$ cat config.mk
export PLATFORM = sky130hd
export DESIGN_NAME = mul
export DESIGN_NICKNAME = d
export VERILOG_FILES = /design/src/rtl/mul_pkg.sv /design/src/rtl/mul_ctrl.sv /design/src/rtl/mul.sv
export SDC_FILE = /design/constraint.sdc
export NUM_CORES = 1
export LEC_CHECK = 0
export CAP_MARGIN = 10
export CORE_AREA = 5 5 68 101
export DETAILED_ROUTE_END_ITERATION = 16
export DIE_AREA = 0 0 73 106
export PLACE_DENSITY = 0.82
export SETUP_SLACK_MARGIN = 0.05
export SKIP_CTS_REPAIR_TIMING = 1
export SLEW_MARGIN = 40
export SYNTH_ARGS = -nofsm -noshare
export SYNTH_HDL_FRONTEND = slang
export SYNTH_SLANG_ARGS = --single-unit
export TNS_END_PERCENT = 10
$ cat constraint.sdc
create_clock -name clk -period 2.9 [get_ports clk]
set_clock_uncertainty 0.15 [all_clocks]
set_input_delay 0.29 -clock clk [delete_from_list [all_inputs] [get_ports clk]]
set_output_delay 0.29 -clock clk [all_outputs]
set_load 0.02 [all_outputs]
$ cat src/rtl/mul_pkg.sv
// Shared definitions for the repeated-addition multiplier: default width and
// controller state encoding.
package mul_pkg;

    localparam int MUL_WIDTH = 16;

    localparam logic [2:0] ST_IDLE   = 3'd0;
    localparam logic [2:0] ST_LOAD_A = 3'd1;
    localparam logic [2:0] ST_LOAD_B = 3'd2;
    localparam logic [2:0] ST_CALC   = 3'd3;
    localparam logic [2:0] ST_DONE   = 3'd4;

    typedef enum logic [2:0] {
        IDLE   = ST_IDLE,
        LOAD_A = ST_LOAD_A,
        LOAD_B = ST_LOAD_B,
        CALC   = ST_CALC,
        DONE   = ST_DONE
    } mul_state_t;

endpackage

$ cat src/rtl/mul_ctrl.sv
// Controller for the multiplier: sequences operand loads, the accumulate loop
// and the start/done handshake.
module mul_ctrl
    import mul_pkg::*;
(
    input  logic clk,
    input  logic rst,
    input  logic i_start,
    input  logic i_eqz,
    output logic o_ld_a,
    output logic o_ld_b,
    output logic o_clr_p,
    output logic o_ld_p,
    output logic o_dec_b,
    output logic o_done
);

    mul_state_t r_state;
    mul_state_t w_state_nxt;
    logic       r_done;

    always_comb begin
        w_state_nxt = r_state;
        case (r_state)
            IDLE:    if (i_start) w_state_nxt = LOAD_A;
            LOAD_A:  w_state_nxt = LOAD_B;
            LOAD_B:  w_state_nxt = i_eqz ? DONE : CALC;
            CALC:    if (i_eqz) w_state_nxt = DONE;
            // A held-high start must not retrigger; only a low start releases DONE.
            DONE:    if (!i_start) w_state_nxt = IDLE;
            default: w_state_nxt = IDLE;
        endcase
    end

    always_ff @(posedge clk or posedge rst) begin
        if (rst) begin
            r_state <= IDLE;
            r_done  <= 1'b0;
        end else begin
            r_state <= w_state_nxt;
            r_done  <= (w_state_nxt == DONE);
        end
    end

    assign o_ld_a  = (r_state == LOAD_A);
    assign o_ld_b  = (r_state == LOAD_B);
    assign o_clr_p = (r_state == LOAD_B);
    assign o_ld_p  = (r_state == CALC);
    assign o_dec_b = (r_state == CALC);
    assign o_done  = r_done;

endmodule

$ cat src/rtl/mul.sv
// Sequential unsigned multiplier: adds A into P once per cycle while B counts
// down to zero. Product wraps modulo 2^WIDTH.
module mul
    import mul_pkg::*;
#(
    parameter int WIDTH = MUL_WIDTH
) (
    input  logic             clk,
    input  logic             rst,
    input  logic             start,
    input  logic [WIDTH-1:0] data_in,
    output logic             done,
    output logic [WIDTH-1:0] product
);

    logic [WIDTH-1:0] r_a;
    logic [WIDTH-1:0] r_b;
    logic [WIDTH-1:0] r_p;

    logic             w_ld_a;
    logic             w_ld_b;
    logic             w_clr_p;
    logic             w_ld_p;
    logic             w_dec_b;
    logic             w_eqz;
    logic [WIDTH-1:0] w_sum;
    logic [WIDTH-1:0] w_b_dec;
    logic [WIDTH-1:0] w_b_nxt;

    assign w_sum   = r_p + r_a;
    assign w_b_dec = r_b - {{(WIDTH-1){1'b0}}, 1'b1};

    // Zero test on the value B takes at this edge, so the controller leaves
    // LOAD_B/CALC on the same edge that B reaches zero.
    assign w_b_nxt = w_ld_b ? data_in : w_b_dec;
    assign w_eqz   = (w_b_nxt == '0);

    always_ff @(posedge clk or posedge rst) begin
        if (rst) begin
            r_a <= '0;
            r_b <= '0;
            r_p <= '0;
        end else begin
            if (w_ld_a) r_a <= data_in;

            if (w_ld_b)       r_b <= data_in;
            else if (w_dec_b) r_b <= w_b_dec;

            if (w_clr_p)     r_p <= '0;
            else if (w_ld_p) r_p <= w_sum;
        end
    end

    mul_ctrl u_ctrl (
        .clk     (clk),
        .rst     (rst),
        .i_start (start),
        .i_eqz   (w_eqz),
        .o_ld_a  (w_ld_a),
        .o_ld_b  (w_ld_b),
        .o_clr_p (w_clr_p),
        .o_ld_p  (w_ld_p),
        .o_dec_b (w_dec_b),
        .o_done  (done)
    );

    assign product = r_p;

endmodule

* Word level (Yosys, flattened, before mapping)
Index checks and enable logic that the tools add are counted.
** Cells by class
- Equality and inequality tests :: 5
- Muxes and demuxes :: 10
- Add/subtract/negate cells :: 2
- Reduce and logical (&&, ||, !) cells :: 3
** Operators with widths (count)
- 16-bit 2-to-1 mux :: 5
- 16-bit adder :: 1
- 16-bit logical NOT :: 1
- 16-bit by 1-bit subtractor with 16-bit output, second input constant :: 1
- 3-bit case mux with 5 select lines :: 1
- 3-bit 2-to-1 mux :: 4
- 3-bit by 2-bit == test with 1-bit output, second input constant :: 2
- 3-bit == test, second input constant :: 2
- 3-bit by 1-bit == test with 1-bit output, second input constant :: 1
- 3-bit logical NOT :: 1
- 2-bit nonzero test :: 1
** Word-level totals
- Input bits :: 19
- Output and inout port bits :: 17
- Flip-flop bits (word level) :: 52
- Logic and storage cells :: 25

* Longest topological paths before layout
- Word-level depth :: 6
- Depth in mapped cells :: 9
- Depth with buffers taken out :: 9

* Modules after synthesis
From an unflattened synthesis, not the netlist that was laid out.
** Second synthesis, totals
- Cell total of the unflattened synthesis :: 339
- Area total of the unflattened synthesis :: 3345.7 um^2
** By module, submodules not included
- mul :: instances 1, seq. area each 1201.2 um^2, cells an instance 320, area an instance 3139.3 um^2
- mul_ctrl :: instances 1, seq. area each 100.1 um^2, cells an instance 19, area an instance 206.4 um^2

* Least setup slack after synthesis
OpenSTA, ideal clock, no wires.
- Path kind :: register -> register
- From :: register r_p[0] (netlist: product[0])
- To :: register r_p[12] (netlist: product[12])
- Setup time :: 0.129 ns
- Arrival time :: 2.480 ns
- Data required time :: 2.621 ns
- Path slack :: 0.142 ns
- Cell stages (with the launch flop) :: 10
- Cell sequence :: dfrtp_1 -> ha_1 -> inv_1 -> fa_1 -> nor2b_1 -> o2111ai_1 -> a21oi_1 -> o41ai_1 -> mux2i_1 -> a2111o_1
** Between the ends
- Cells in the longest elaborated chain, start to end :: 3
** RTL lines
- start, declared :: line mul.sv:18 : logic [WIDTH-1:0] r_p;
- start signal, assigned :: line mul.sv:50 : else if (w_ld_p) r_p <= w_sum;
- 16-bit adder :: line mul.sv:30 : assign w_sum = r_p + r_a;
- 16-bit 2-to-1 mux :: line mul.sv:50
- 16-bit 2-to-1 mux :: line mul.sv:49 : if (w_clr_p) r_p <= '0;
Every way passes these cells. The select of a mux whose other input is x is not followed.
A chain may end at the register's enable or synchronous reset.

* Worst setup path after layout
- From :: register r_b[4]
- To :: register u_ctrl.r_state[0]
** Between the ends
- Cells in the longest elaborated chain, start to end :: 5
** RTL lines
- start, declared :: line mul.sv:17 : logic [WIDTH-1:0] r_b;
- start signal, assigned :: line mul.sv:46 : if (w_ld_b) r_b <= data_in;
- start signal, assigned :: line mul.sv:47 : else if (w_dec_b) r_b <= w_b_dec;
- 16-bit by 1-bit subtractor with 16-bit output * :: line mul.sv:31 : assign w_b_dec = r_b - {{(WIDTH-1){1'b0}}, 1'b1};
- 16-bit 2-to-1 mux * :: line mul.sv:35 : assign w_b_nxt = w_ld_b ? data_in : w_b_dec;
- 16-bit logical NOT * :: line mul.sv:36 : assign w_eqz = (w_b_nxt == '0);
- 3-bit 2-to-1 mux (on tied branches) :: line mul_ctrl.sv:28, mul_ctrl.sv:27
- 3-bit case mux with 5 select lines * :: line mul_ctrl.sv:24 : case (r_state)
- net u_ctrl.w_state_nxt[0] :: line mul_ctrl.sv:19 : mul_state_t w_state_nxt;
- end signal, assigned :: line mul_ctrl.sv:40 : r_state <= w_state_nxt;
- end, declared :: line mul_ctrl.sv:18 : mul_state_t r_state;
The timed path passes the listed nets; every way through them passes the cells marked *.

==> out/results.txt <==
Status - finished, final reports clean
Syn Nets - 382
Leakage power - 0.00167 uW
#FFs+latches synth - 52
Die Area - 0.00774 mm^2
Compound-Gate Fraction of Synth Area - 19.1%
Synth-to-layout area growth - 18.4%
CORE AREA - 0.00596 mm^2
CP Buf/Inv Count - 0
Critical Path End - u_ctrl.r_state[0]
Number of global-route vias before repair - 2935
Max VDD drop - 0.415 mV
Vias - 2857
Largest stage delay, worst path - 0.62 ns
Worst endpoint required time - 2.95 ns
Relative slew slack - 50.7%
Dominant synthesized flop cell - dfrtp_1
Adder-cell share of the synthesized area - 6.75%
Port buffer count - 35
Element type at the critical path end - flip-flop
Routed len/inst - 17.0 um
Gr usage total - 21.1%
Post-synth top area cell - dfrtp_1
Max Cap Viol - 0
FF-to-FF Start - r_b[4]
Final Setup Violations - 0
Antenna violations before repair - 0
Pre-antenna DRT Iters - 4
DRT iter0 DRCs - 237
Antenna diode count - 0
# IOs - 36
Pin count of the biggest net entering global routing - 53
CTS tree - yes
Final Cycle Share - 95.1%
WL final - 7760 um
H-tree level count - 2
Worst-Skew Late Latency - 0.31 ns
Worst EP arrival - 2.80 ns
Multiplexer share of the synthesized area - 7.67%
DRT antenna net count - 0
Reg2reg path depth - 6
Critical path class - flip-flop to flip-flop
Crit path max fanout - 10
Number of synthesis warnings - 0
FF-to-FF setup slack - 0.14 ns
Highest-delay cell along the critical path - or4_4
Stages on the worst setup path - 6
Ranking of synthesized cells by area - dfrtp_1, ha_1, mux2_2, nand2_1, o21ai_0
Number of buffers created by CTS - 5
Slew @ Worst Pin - 0.740 ns
# DRC - 0
Power Dens Cells - 638 mW/mm^2
Worst-path clk slew - 0.11 ns
Gpl congestion - 0.911
Post-Syn Area per Cell - 9.42 um^2
Gr ovfl total - 0
Root buffer cell - clkbuf_8
HP Class - input pin to async pin
Drt via density - 6.27
Initial core utilization - 54.7%
First-pass GRT wire length - 13200 um
Startpoint class of the critical path - flip-flop
Row count - 35
Top-count cell post-synth - dfrtp_1
Simple-gate share of the synthesized area - 19.6%
Tot Pwr - 2460 uW
Min Tclk post-route - 2.76 ns
Fmax - 363 MHz
Synth top area share - 39.9%
Max Slew Vio Count - 0
Setup_tns - 0 ns
CP Cell Sequence - or4_4 > or4_1 > xor2_2 > a31oi_2 > o41ai_2 > a21oi_1
Synth top cells by count - dfrtp_1, nand2_1, o21ai_0
Cell variety after synth - 57
Nets - 417
RSZ-0062 raised after global routing - false
Synth Area in XOR/XNOR - 3.22%
Post-synth EDFFs - 0
Crit path from - r_b[4]
Die width - 73 um
Cell area after synthesis - 0.00326 mm^2
Dpl hpwl - 5570 um
Final Hold Violating Endpoints - 0
Longest Clk Path Bufs - 2
DIE HEIGHT - 106 um
Register area share after synthesis - 39.9%
Mapped Cells - 346
CP delay by family, top - simple AND/OR/NAND/NOR gates
Fraction of registers with async set or reset after synthesis - 100%
Largest family of logic cells by synthesized area - simple AND/OR/NAND/NOR gates
Layout cells sized above 1 - 12.8%
Worst R2R End - u_ctrl.r_state[0]
# clock sinks - 52
[metrics by stage]
step	cells	util (%)	cell area, um^2	worst slack (ns)	hold WS, ns
2_1_floorplan	346	-	3260	0.142	0.257
3_3_place_gp	447	62.2	3700	0.245	0.332
3_5_place_dp	447	62.2	3700	0.171	0.345
4_1_cts	455	63.8	3800	0.115	0.347
5_1_grt	456	64.8	3860	0.0773	0.392
6_report	456	64.8	3860	0.143	0.321
[routing by layer]
metal | wire, um | share of wire, % | track usage [%] | up-vias
met5 | 0 | 0 | 0 | -
met4 | 258 | 3.3 | 10.7 | 0
met3 | 251 | 3.2 | 2.27 | 26
met2 | 3930 | 51 | 35.3 | 77
met1 | 3320 | 43 | 26.3 | 1408
li1 | - | - | - | 1346
[cell usage in the layout, fill, tap and decap left out, types with 3 or more instances in the layout]
master | synthesis | layout
mux2_2 | 16 | 16
clkbuf_8 | 0 | 6
ha_1 | 16 | 16
buf_4 | 0 | 10
o22ai_1 | 5 | 5
xnor2_1 | 9 | 9
nor4_1 | 11 | 9
or3_1 | 3 | 3
a21oi_1 | 21 | 21
o21ai_0 | 24 | 24
a211o_1 | 4 | 4
a21boi_0 | 3 | 3
clkdlybuf4s50_1 | 0 | 35
mux2i_1 | 7 | 7
nor2b_1 | 9 | 9
nand2_1 | 35 | 35
nor3b_1 | 4 | 3
nand3_1 | 12 | 12
nor3_1 | 9 | 9
dfrtp_1 | 52 | 52
o31ai_1 | 3 | 3
nor2_1 | 11 | 11
a21o_1 | 9 | 9
nand4_1 | 3 | 3
nand2b_1 | 7 | 7
inv_1 | 12 | 11
[layout make-up]
cell class / instances / area [um^2]
Clock inverter: 2 / 15.0
Sequential cell: 52 / 1300
Timing Repair Buffer: 45 / 425
Tap cell: 74 / 92.6
Inverter: 12 / 45.0
Clock buffer: 6 / 82.6
Multi-Input combinational cell: 265 / 1900
Fill cell: 511 / 2100
[worst min-delay path by stage]
stage / slack [ns] / endpoint / startpoint
after CTS: 0.35 / r_b[10] / rst
after global routing: 0.39 / r_a[0] / r_a[0]
after floorplan: 0.26 / r_a[1] / data_in[1]
final: 0.32 / product[0] / rst
after detailed placement: 0.34 / product[0] / product[0]
after global placement: 0.33 / product[0] / product[0]
[cells by family (layout without fill, tap and decap cells)]
family,Yosys count,after routing
xor+xnor,12,12
compound gates,94,94
buf+inv,29,65
flops,52,52
mux,23,23
simple gates,119,119
fa+ha+maj,17,17
[registers in the layout, indices dropped and copies added, names as in the netlist]
signal and cells:
r_b 16, product 16, u_ctrl.o_done 1, u_ctrl.r_state 3, r_a 16
[where the power goes]
part	switching [uW]	total (uW)	internal (uW)
Combinational	484	943	459
Sequential	187	1070	879
Clock	260	454	194
Total	931	2460	1530
[tightest hold or removal path: cells and delay by family]
kind,cells,cell delay [ns]
buf+inv,3,1.00
No activity file was read; power rests on OpenSTA's default activity.
